[config.mk]
export PLATFORM = sky130hd
export DESIGN_NAME = lc3_control_fsm_flat
export DESIGN_NICKNAME = d
export VERILOG_FILES = /design/src/rtl/lc3_ctrl_pkg.sv /design/src/rtl/lc3_control_fsm_if.sv /design/src/rtl/mem_wait_timer.sv /design/src/rtl/lc3_control_fsm.sv /design/src/flat_wrapper.sv
export SDC_FILE = /design/constraint.sdc
export NUM_CORES = 1
export LEC_CHECK = 0
export BUFFER_PORTS_ARGS = -buffer_cell sky130_fd_sc_hd__buf_2
export CELL_PAD_IN_SITES_DETAIL_PLACEMENT = 0
export CELL_PAD_IN_SITES_GLOBAL_PLACEMENT = 1
export CORE_UTILIZATION = 36
export CTS_BUF_LIST = sky130_fd_sc_hd__clkbuf_4 sky130_fd_sc_hd__clkbuf_8
export DETAILED_ROUTE_END_ITERATION = 16
export PLACE_DENSITY = 0.95
export REMOVE_ABC_BUFFERS = 1
export SKIP_CTS_REPAIR_TIMING = 1
export SLEW_MARGIN = 10
export SYNTH_ARGS = -nofsm -noshare
export SYNTH_HDL_FRONTEND = slang
export SYNTH_SLANG_ARGS = --single-unit
[constraint.sdc]
create_clock -name Clk -period 1.85 [get_ports Clk]
set_input_delay 0.185 -clock Clk [delete_from_list [all_inputs] [get_ports Clk]]
set_output_delay 0.185 -clock Clk [all_outputs]
set_load 0.01 [all_outputs]
[src/rtl/lc3_ctrl_pkg.sv]
// eLC-3 control unit shared types: state encoding, opcodes and
// datapath mux / ALU function encodings.
package lc3_ctrl_pkg;

    typedef enum logic [4:0] {
        S_HALTED = 5'd0,
        S_FETCH1,
        S_FETCH2,
        S_FETCH3,
        S_DECODE,
        S_ADD,
        S_AND,
        S_NOT,
        S_BR_T,
        S_JMP,
        S_JSR1,
        S_JSR2,
        S_LDR1,
        S_LDR2,
        S_LDR3,
        S_STR1,
        S_STR2,
        S_STR3,
        S_PAUSE1,
        S_PAUSE2,
        S_ERROR
    } state_t;

    localparam logic [3:0] OP_BR    = 4'b0000;
    localparam logic [3:0] OP_ADD   = 4'b0001;
    localparam logic [3:0] OP_JSR   = 4'b0100;
    localparam logic [3:0] OP_AND   = 4'b0101;
    localparam logic [3:0] OP_LDR   = 4'b0110;
    localparam logic [3:0] OP_STR   = 4'b0111;
    localparam logic [3:0] OP_NOT   = 4'b1001;
    localparam logic [3:0] OP_JMP   = 4'b1100;
    localparam logic [3:0] OP_PAUSE = 4'b1101;

    localparam logic [1:0] PCMUX_PC1  = 2'd0;
    localparam logic [1:0] PCMUX_ADDR = 2'd2;

    localparam logic ADDR1_PC  = 1'b0;
    localparam logic ADDR1_SR1 = 1'b1;

    localparam logic [1:0] ADDR2_ZERO  = 2'd0;
    localparam logic [1:0] ADDR2_OFF6  = 2'd1;
    localparam logic [1:0] ADDR2_OFF9  = 2'd2;
    localparam logic [1:0] ADDR2_OFF11 = 2'd3;

    localparam logic [1:0] DRMUX_IR = 2'd0;
    localparam logic [1:0] DRMUX_R7 = 2'd1;

    localparam logic [1:0] SR1MUX_IR119 = 2'd0;
    localparam logic [1:0] SR1MUX_IR86  = 2'd1;

    localparam logic SR2MUX_SR2  = 1'b0;
    localparam logic SR2MUX_IMM5 = 1'b1;

    localparam logic MARMUX_ZEXT8 = 1'b0;
    localparam logic MARMUX_ADDR  = 1'b1;

    localparam logic [1:0] ALUK_ADD   = 2'd0;
    localparam logic [1:0] ALUK_AND   = 2'd1;
    localparam logic [1:0] ALUK_NOT   = 2'd2;
    localparam logic [1:0] ALUK_PASSA = 2'd3;

    function automatic logic is_mem_wait(state_t s);
        return (s == S_FETCH2) || (s == S_LDR2) || (s == S_STR3);
    endfunction

endpackage

[src/rtl/lc3_control_fsm_if.sv]
// RAM request/ready handshake between the control unit and memory.
interface lc3_control_fsm_if;
    logic Mem_Req;
    logic Mem_WE;
    logic Mem_Ready;

    modport master (output Mem_Req, output Mem_WE, input Mem_Ready);
    modport slave  (input Mem_Req, input Mem_WE, output Mem_Ready);
endinterface

[src/rtl/mem_wait_timer.sv]
// Counts RAM wait cycles; expired flags the cycle that would reach
// MEM_TIMEOUT. MEM_TIMEOUT of 0 never expires.
module mem_wait_timer #(
    parameter int MEM_TIMEOUT = 16
) (
    input  logic clk,
    input  logic rst_n,
    input  logic clr,
    input  logic en,
    output logic expired
);
    localparam int W = (MEM_TIMEOUT > 1) ? $clog2(MEM_TIMEOUT) : 1;
    localparam logic [W-1:0] LAST = W'(MEM_TIMEOUT - 1);

    logic [W-1:0] cnt_q, cnt_d;

    always_comb begin
        cnt_d = cnt_q;
        if (clr) begin
            cnt_d = '0;
        end else if (en) begin
            cnt_d = cnt_q + 1'b1;
        end
    end

    always_ff @(posedge clk or negedge rst_n) begin
        if (!rst_n) begin
            cnt_q <= '0;
        end else begin
            cnt_q <= cnt_d;
        end
    end

    assign expired = (MEM_TIMEOUT != 0) && en && (cnt_q == LAST);
endmodule

[src/rtl/lc3_control_fsm.sv]
// Multi-cycle eLC-3 control unit: sequences fetch/decode/execute
// and drives every datapath control plus the RAM handshake.
module lc3_control_fsm
    import lc3_ctrl_pkg::*;
#(
    parameter int MEM_TIMEOUT = 16
) (
    input  logic       Clk,
    input  logic       Reset,
    input  logic       Run,
    input  logic       Continue,
    input  logic [3:0] IR_15_12,
    input  logic       IR_5,
    input  logic       BEN,
    lc3_control_fsm_if.master mem,
    output logic       LD_MAR,
    output logic       LD_MDR,
    output logic       LD_IR,
    output logic       LD_BEN,
    output logic       LD_REG,
    output logic       LD_CC,
    output logic       LD_PC,
    output logic       GatePC,
    output logic       GateMDR,
    output logic       GateALU,
    output logic       GateMARMUX,
    output logic       ADDR1MUX,
    output logic       SR2MUX,
    output logic       MARMUX,
    output logic       MIO_EN,
    output logic [1:0] ADDR2MUX,
    output logic [1:0] PCMUX,
    output logic [1:0] DRMUX,
    output logic [1:0] SR1MUX,
    output logic [1:0] ALUK,
    output logic       Err,
    output logic [4:0] State_Out
);
    state_t state_q, state_d, done_st;
    logic   in_wait, tmr_expired;

    always_ff @(posedge Clk or negedge Reset) begin
        if (!Reset) begin
            state_q <= S_HALTED;
        end else begin
            state_q <= state_d;
        end
    end

    // Wait states are never adjacent, so leaving one always clears the timer.
    assign in_wait = is_mem_wait(state_q);

    mem_wait_timer #(
        .MEM_TIMEOUT(MEM_TIMEOUT)
    ) u_timer (
        .clk     (Clk),
        .rst_n   (Reset),
        .clr     (!in_wait),
        .en      (in_wait && !mem.Mem_Ready),
        .expired (tmr_expired)
    );

    assign done_st   = Run ? S_FETCH1 : S_HALTED;
    assign State_Out = state_q;

    always_comb begin
        state_d     = state_q;
        mem.Mem_Req = 1'b0;
        mem.Mem_WE  = 1'b0;
        LD_MAR      = 1'b0;
        LD_MDR      = 1'b0;
        LD_IR       = 1'b0;
        LD_BEN      = 1'b0;
        LD_REG      = 1'b0;
        LD_CC       = 1'b0;
        LD_PC       = 1'b0;
        GatePC      = 1'b0;
        GateMDR     = 1'b0;
        GateALU     = 1'b0;
        GateMARMUX  = 1'b0;
        ADDR1MUX    = ADDR1_PC;
        SR2MUX      = SR2MUX_SR2;
        MARMUX      = MARMUX_ZEXT8;
        MIO_EN      = 1'b0;
        ADDR2MUX    = ADDR2_ZERO;
        PCMUX       = PCMUX_PC1;
        DRMUX       = DRMUX_IR;
        SR1MUX      = SR1MUX_IR119;
        ALUK        = ALUK_ADD;
        Err         = 1'b0;

        unique case (state_q)
            S_HALTED: if (Run) state_d = S_FETCH1;
            S_FETCH1: begin
                GatePC  = 1'b1;
                LD_MAR  = 1'b1;
                LD_PC   = 1'b1;
                PCMUX   = PCMUX_PC1;
                state_d = S_FETCH2;
            end
            S_FETCH2, S_LDR2: begin
                mem.Mem_Req = 1'b1;
                MIO_EN      = 1'b1;
                LD_MDR      = mem.Mem_Ready;
                if (mem.Mem_Ready) begin
                    state_d = (state_q == S_FETCH2) ? S_FETCH3 : S_LDR3;
                end else if (tmr_expired) begin
                    state_d = S_ERROR;
                end
            end
            S_FETCH3: begin
                GateMDR = 1'b1;
                LD_IR   = 1'b1;
                state_d = S_DECODE;
            end
            S_DECODE: begin
                LD_BEN = 1'b1;
                unique case (IR_15_12)
                    OP_ADD:   state_d = S_ADD;
                    OP_AND:   state_d = S_AND;
                    OP_NOT:   state_d = S_NOT;
                    OP_BR:    state_d = BEN ? S_BR_T : done_st;
                    OP_JMP:   state_d = S_JMP;
                    OP_JSR:   state_d = S_JSR1;
                    OP_LDR:   state_d = S_LDR1;
                    OP_STR:   state_d = S_STR1;
                    OP_PAUSE: state_d = S_PAUSE1;
                    default:  state_d = done_st;
                endcase
            end
            S_ADD, S_AND, S_NOT: begin
                SR1MUX  = SR1MUX_IR86;
                SR2MUX  = IR_5 ? SR2MUX_IMM5 : SR2MUX_SR2;
                ALUK    = (state_q == S_AND) ? ALUK_AND :
                          (state_q == S_NOT) ? ALUK_NOT : ALUK_ADD;
                GateALU = 1'b1;
                LD_REG  = 1'b1;
                LD_CC   = 1'b1;
                state_d = done_st;
            end
            S_BR_T: begin
                ADDR1MUX = ADDR1_PC;
                ADDR2MUX = ADDR2_OFF9;
                PCMUX    = PCMUX_ADDR;
                LD_PC    = 1'b1;
                state_d  = done_st;
            end
            S_JMP: begin
                SR1MUX   = SR1MUX_IR86;
                ADDR1MUX = ADDR1_SR1;
                ADDR2MUX = ADDR2_ZERO;
                PCMUX    = PCMUX_ADDR;
                LD_PC    = 1'b1;
                state_d  = done_st;
            end
            S_JSR1: begin
                GatePC  = 1'b1;
                DRMUX   = DRMUX_R7;
                LD_REG  = 1'b1;
                state_d = S_JSR2;
            end
            S_JSR2: begin
                ADDR1MUX = ADDR1_PC;
                ADDR2MUX = ADDR2_OFF11;
                PCMUX    = PCMUX_ADDR;
                LD_PC    = 1'b1;
                state_d  = done_st;
            end
            S_LDR1, S_STR1: begin
                SR1MUX     = SR1MUX_IR86;
                ADDR1MUX   = ADDR1_SR1;
                ADDR2MUX   = ADDR2_OFF6;
                MARMUX     = MARMUX_ADDR;
                GateMARMUX = 1'b1;
                LD_MAR     = 1'b1;
                state_d    = (state_q == S_LDR1) ? S_LDR2 : S_STR2;
            end
            S_LDR3: begin
                GateMDR = 1'b1;
                DRMUX   = DRMUX_IR;
                LD_REG  = 1'b1;
                LD_CC   = 1'b1;
                state_d = done_st;
            end
            S_STR2: begin
                SR1MUX  = SR1MUX_IR119;
                ALUK    = ALUK_PASSA;
                GateALU = 1'b1;
                LD_MDR  = 1'b1;
                state_d = S_STR3;
            end
            S_STR3: begin
                mem.Mem_Req = 1'b1;
                mem.Mem_WE  = 1'b1;
                if (mem.Mem_Ready) begin
                    state_d = done_st;
                end else if (tmr_expired) begin
                    state_d = S_ERROR;
                end
            end
            S_PAUSE1: if (Continue) state_d = S_PAUSE2;
            S_PAUSE2: if (!Continue) state_d = done_st;
            S_ERROR:  Err = 1'b1;
            default:  state_d = S_HALTED;
        endcase
    end
endmodule

[src/flat_wrapper.sv]
// flat-port wrapper written by rule: the top's interface ports become plain ports
module lc3_control_fsm_flat import lc3_ctrl_pkg::*;
#(
    parameter int MEM_TIMEOUT = 16
)
  (Clk, Reset, Run, Continue, IR_15_12, IR_5, BEN, LD_MAR, LD_MDR, LD_IR, LD_BEN, LD_REG, LD_CC, LD_PC, GatePC, GateMDR, GateALU, GateMARMUX, ADDR1MUX, SR2MUX, MARMUX, MIO_EN, ADDR2MUX, PCMUX, DRMUX, SR1MUX, ALUK, Err, State_Out, mem_Mem_Req, mem_Mem_WE, mem_Mem_Ready);
  lc3_control_fsm_if mem_i ();
  input  logic Clk;
  input  logic Reset;
  input  logic Run;
  input  logic Continue;
  input  logic [3:0] IR_15_12;
  input  logic IR_5;
  input  logic BEN;
  output logic LD_MAR;
  output logic LD_MDR;
  output logic LD_IR;
  output logic LD_BEN;
  output logic LD_REG;
  output logic LD_CC;
  output logic LD_PC;
  output logic GatePC;
  output logic GateMDR;
  output logic GateALU;
  output logic GateMARMUX;
  output logic ADDR1MUX;
  output logic SR2MUX;
  output logic MARMUX;
  output logic MIO_EN;
  output logic [1:0] ADDR2MUX;
  output logic [1:0] PCMUX;
  output logic [1:0] DRMUX;
  output logic [1:0] SR1MUX;
  output logic [1:0] ALUK;
  output logic Err;
  output logic [4:0] State_Out;
  output wire logic [$bits(mem_i.Mem_Req)-1:0] mem_Mem_Req;
  output wire logic [$bits(mem_i.Mem_WE)-1:0] mem_Mem_WE;
  input wire logic [$bits(mem_i.Mem_Ready)-1:0] mem_Mem_Ready;
  assign mem_Mem_Req = mem_i.Mem_Req;
  assign mem_Mem_WE = mem_i.Mem_WE;
  assign mem_i.Mem_Ready = mem_Mem_Ready;
  lc3_control_fsm #(.MEM_TIMEOUT(MEM_TIMEOUT)) u_core (.Clk(Clk), .Reset(Reset), .Run(Run), .Continue(Continue), .IR_15_12(IR_15_12), .IR_5(IR_5), .BEN(BEN), .mem(mem_i), .LD_MAR(LD_MAR), .LD_MDR(LD_MDR), .LD_IR(LD_IR), .LD_BEN(LD_BEN), .LD_REG(LD_REG), .LD_CC(LD_CC), .LD_PC(LD_PC), .GatePC(GatePC), .GateMDR(GateMDR), .GateALU(GateALU), .GateMARMUX(GateMARMUX), .ADDR1MUX(ADDR1MUX), .SR2MUX(SR2MUX), .MARMUX(MARMUX), .MIO_EN(MIO_EN), .ADDR2MUX(ADDR2MUX), .PCMUX(PCMUX), .DRMUX(DRMUX), .SR1MUX(SR1MUX), .ALUK(ALUK), .Err(Err), .State_Out(State_Out));
endmodule
==> impl_results.md <==
* Status: finished with violations
* Failing checks: setup timing
* Final setup viols at 2
* Critical path launch point: u_core.State_Out[2]
* Pleak at just over 0.8 nW
* PD cells at approximately 1100 mW/mm^2
* Worst path depth at 5
* # IOs at 44
* Hold Path Class: in2reg
* Ant diodes at 0
* Routed WL at between 3000 and 4000 um
* Routability Congestion at about 0.9
* RSZ-0062 raised after global routing: true
* Longest Clk Path Bufs at 2
* First-pass GRT wire length at between 5000 and 6000 um
* Fin crit period at 1.87 ns
* Clock Latency Late Sink at approximately 0.26 ns
* CTS Buf Count at 3
* CORE AREA at approximately 0.0033 sq mm
* Post-synth cell types at 55
* CP dominant cell by count: nor2_4
* Worst EP arrival at 1.68 ns
* PortBufs at 40
* Launching point of the worst reg2reg path: u_core.State_Out[2]
* Worst path cell trace: or4b_4 -> nor2_4 -> nor2_4 -> inv_2 -> buf_6
* Slew Limit Fails at 0
* Post-synth EDFFs at 0
* Root buf cell: clkbuf_4
* Post-route cell area at around 0.0017 sq mm
* Mapped Cells at 182
* Antenna viol nets, final at 0
* CP Data Required Time at approximately 1.7 ns
* DP HPWL at ~2700 um
* Pre-CTS WS at ~0.052 ns
* Synth top area share at 17.9%
* Power, Total at 0.00187 W
* Most common cell after layout, fill and taps aside: buf_2
* Mapped cell area at between 0.001 and 0.0015 sq mm
* Flop2flop setup slack at -0.01 ns
* Worst-path maximum fanout at 8
* Yosys warns at 0
* Detailed-route vias per instance at 5.32
* Largest cells by area after synthesis: dfrtp_1 18%, nor2_1 6.6%, a21oi_1 5.6%
* Drt pass-1 iters at 4
* Yosys reg bits at 9
* Clock skew at about 0.009 ns
* Core Rows at 21
* VDD IR max at ~0.53 mV
* Count of clock tree sinks at 9
* Area leader, netlist: dfrtp_1
* CP Capture Point: mem_Mem_Req
* Area growth syn-to-layout at 33.6%
* Avg WL per Cell at between 10 and 15 um
* Fmax at 535 MHz
* CP max stage delay at ~0.58 ns
* All-Layer GR Usage at about a fifth
* Starting Density at between 30% and 40%
* Final Hold Fails at 0
* CTS tree: built
* Max Cap Violations at 0
* Area of placed instances at ~0.0015 sq mm
* Vias at about 1500
* DR iter-0 viols at between 40 and 50
* Crit share post-route at 101%
* Final net count at 243
* Grt total ovfl at 0
* CP endpoint kind: output port
* H-tree levels at 1
* Async SR Flop Fraction at 100%
* Worst setup path category: reg2out
* Layout cell share with drive strength beyond 1 at 35.2%
* Commonest register cell after synthesis: dfrtp_1
* Vias in the first global route at approximately 1200
* R2R depth at 5
* Register area share after synthesis at ~18%
* Worst-path clk slew at approximately 0.06 ns
* Worst setup margin at -0.0191 ns
* Drt drc at 0
* Hold_ws at 0.273 ns
* Die X at between 60 and 70 um
* RR Endpoint: u_core.State_Out[3]
* Commonest cells after routing, fill and taps aside: 39 x buf_2, 20 x nor2_1, 17 x buf_4
* CP delay by family, top: simple AND/OR/NAND/NOR gates
* Largest net degree at the start of global routing at 26
* Post-Route Setup TNS at -0.0308 ns
* Worst Path Buf+Inv at 2
* Startpoint Class: register
* Die area at around 0.0037 sq mm
* Number of antenna violations at the first check in global routing at 0
* Chip height at 61.1 um
* Mapped Avg Cell Area at roughly 7 sq um
* Slowest cell on the critical path: or4b_4
report_power, final:
group / internal [W] / switching (W)
clock: 0.0000974 / 0.0000639
sequential: 0.000239 / 0.0000592
combinational: 0.000637 / 0.000775
total: 0.000974 / 0.000899
sequential cells by signal, summed over array words and instances, names as in the netlist:
name and flops:
u_core.State_Out 5, u_core.u_timer.cnt_q 4
stage by stage:
| stage | util [%] | std cells |
|---|---|---|
| after global placement | 46.0 | 265 |
| final | 50.4 | 276 |
| after floorplan | - | 166 |
| after detailed placement | 46.0 | 265 |
| after CTS | 46.9 | 269 |
| after global routing | 50.4 | 276 |
metal layers:
layer,global-route usage (%),wire [um]
met1,28.9,1710
met2,28.9,1760
met3,1.89,212
met4,5.52,21
met5,0,0
worst min-delay path, delay by kind of cell:
| family | cells | cell delay [ns] |
|---|---|---|
| buffers and inverters | 1 | 0.11 |
| and+or+nand+nor | 1 | 0.10 |
| AOI/OAI and AO/OA | 1 | 0.08 |
worst min-delay path by stage:
| stage | slack, ns | cells after the start | startpoint | endpoint |
|---|---|---|---|---|
| after floorplan | -0.11 | 0 | Reset | u_core.State_Out[0] |
| after global placement | 0.04 | 1 | Reset | u_core.u_timer.cnt_q[1] |
| after detailed placement | 0.04 | 1 | Reset | u_core.u_timer.cnt_q[3] |
| after CTS | -0.24 | 1 | Reset | u_core.State_Out[1] |
| after global routing | 0.26 | 3 | Continue | u_core.State_Out[0] |
| final | 0.27 | 3 | Continue | u_core.State_Out[0] |
cells in the mapped netlist, types with 2 or more instances:
cell type   n
dfrtp_1     9
nor2_1     22
a31oi_1     2
o21ai_0    13
xor2_1      4
buf_4       4
and3_1      4
mux2i_1     2
xnor2_1     3
buf_1       3
nand3_1     6
and4_1      2
o22ai_1     2
nand2_1    14
o22a_1      2
nor2b_1     8
o211a_1     2
nand2b_1    7
inv_1       9
o31ai_1     2
a21oi_1    14
o2bb2ai_1   2
clkbuf_1    5
nor3_1      6
buf_2       5
logic make-up (layout without fill, tap and decap cells):
family / after synthesis / after routing / share of synthesized area [%]
xor gates and xnor gates: 7 / 7 / 4.88
and+or+nand+nor: 80 / 80 / 33.9
other: 1 / 3 / 0.298
adders and majority gates: 1 / 1 / 0.995
muxes: 2 / 2 / 1.59
DFF: 9 / 9 / 17.9
AOI/OAI and AO/OA: 55 / 55 / 30.1
buffers and inverters: 27 / 73 / 10.3
final cells by class:
| class | instances | area (sq um) |
|---|---|---|
| fill | 350 | 1660 |
| timing repair buffer | 60 | 384 |
| tap | 46 | 57.6 |
| sequential | 9 | 229 |
| inverter | 9 | 33.8 |
| clock buffer | 4 | 30.0 |
| multi-input combinational | 148 | 946 |
Note: power is estimated with default switching activity, not from simulation.
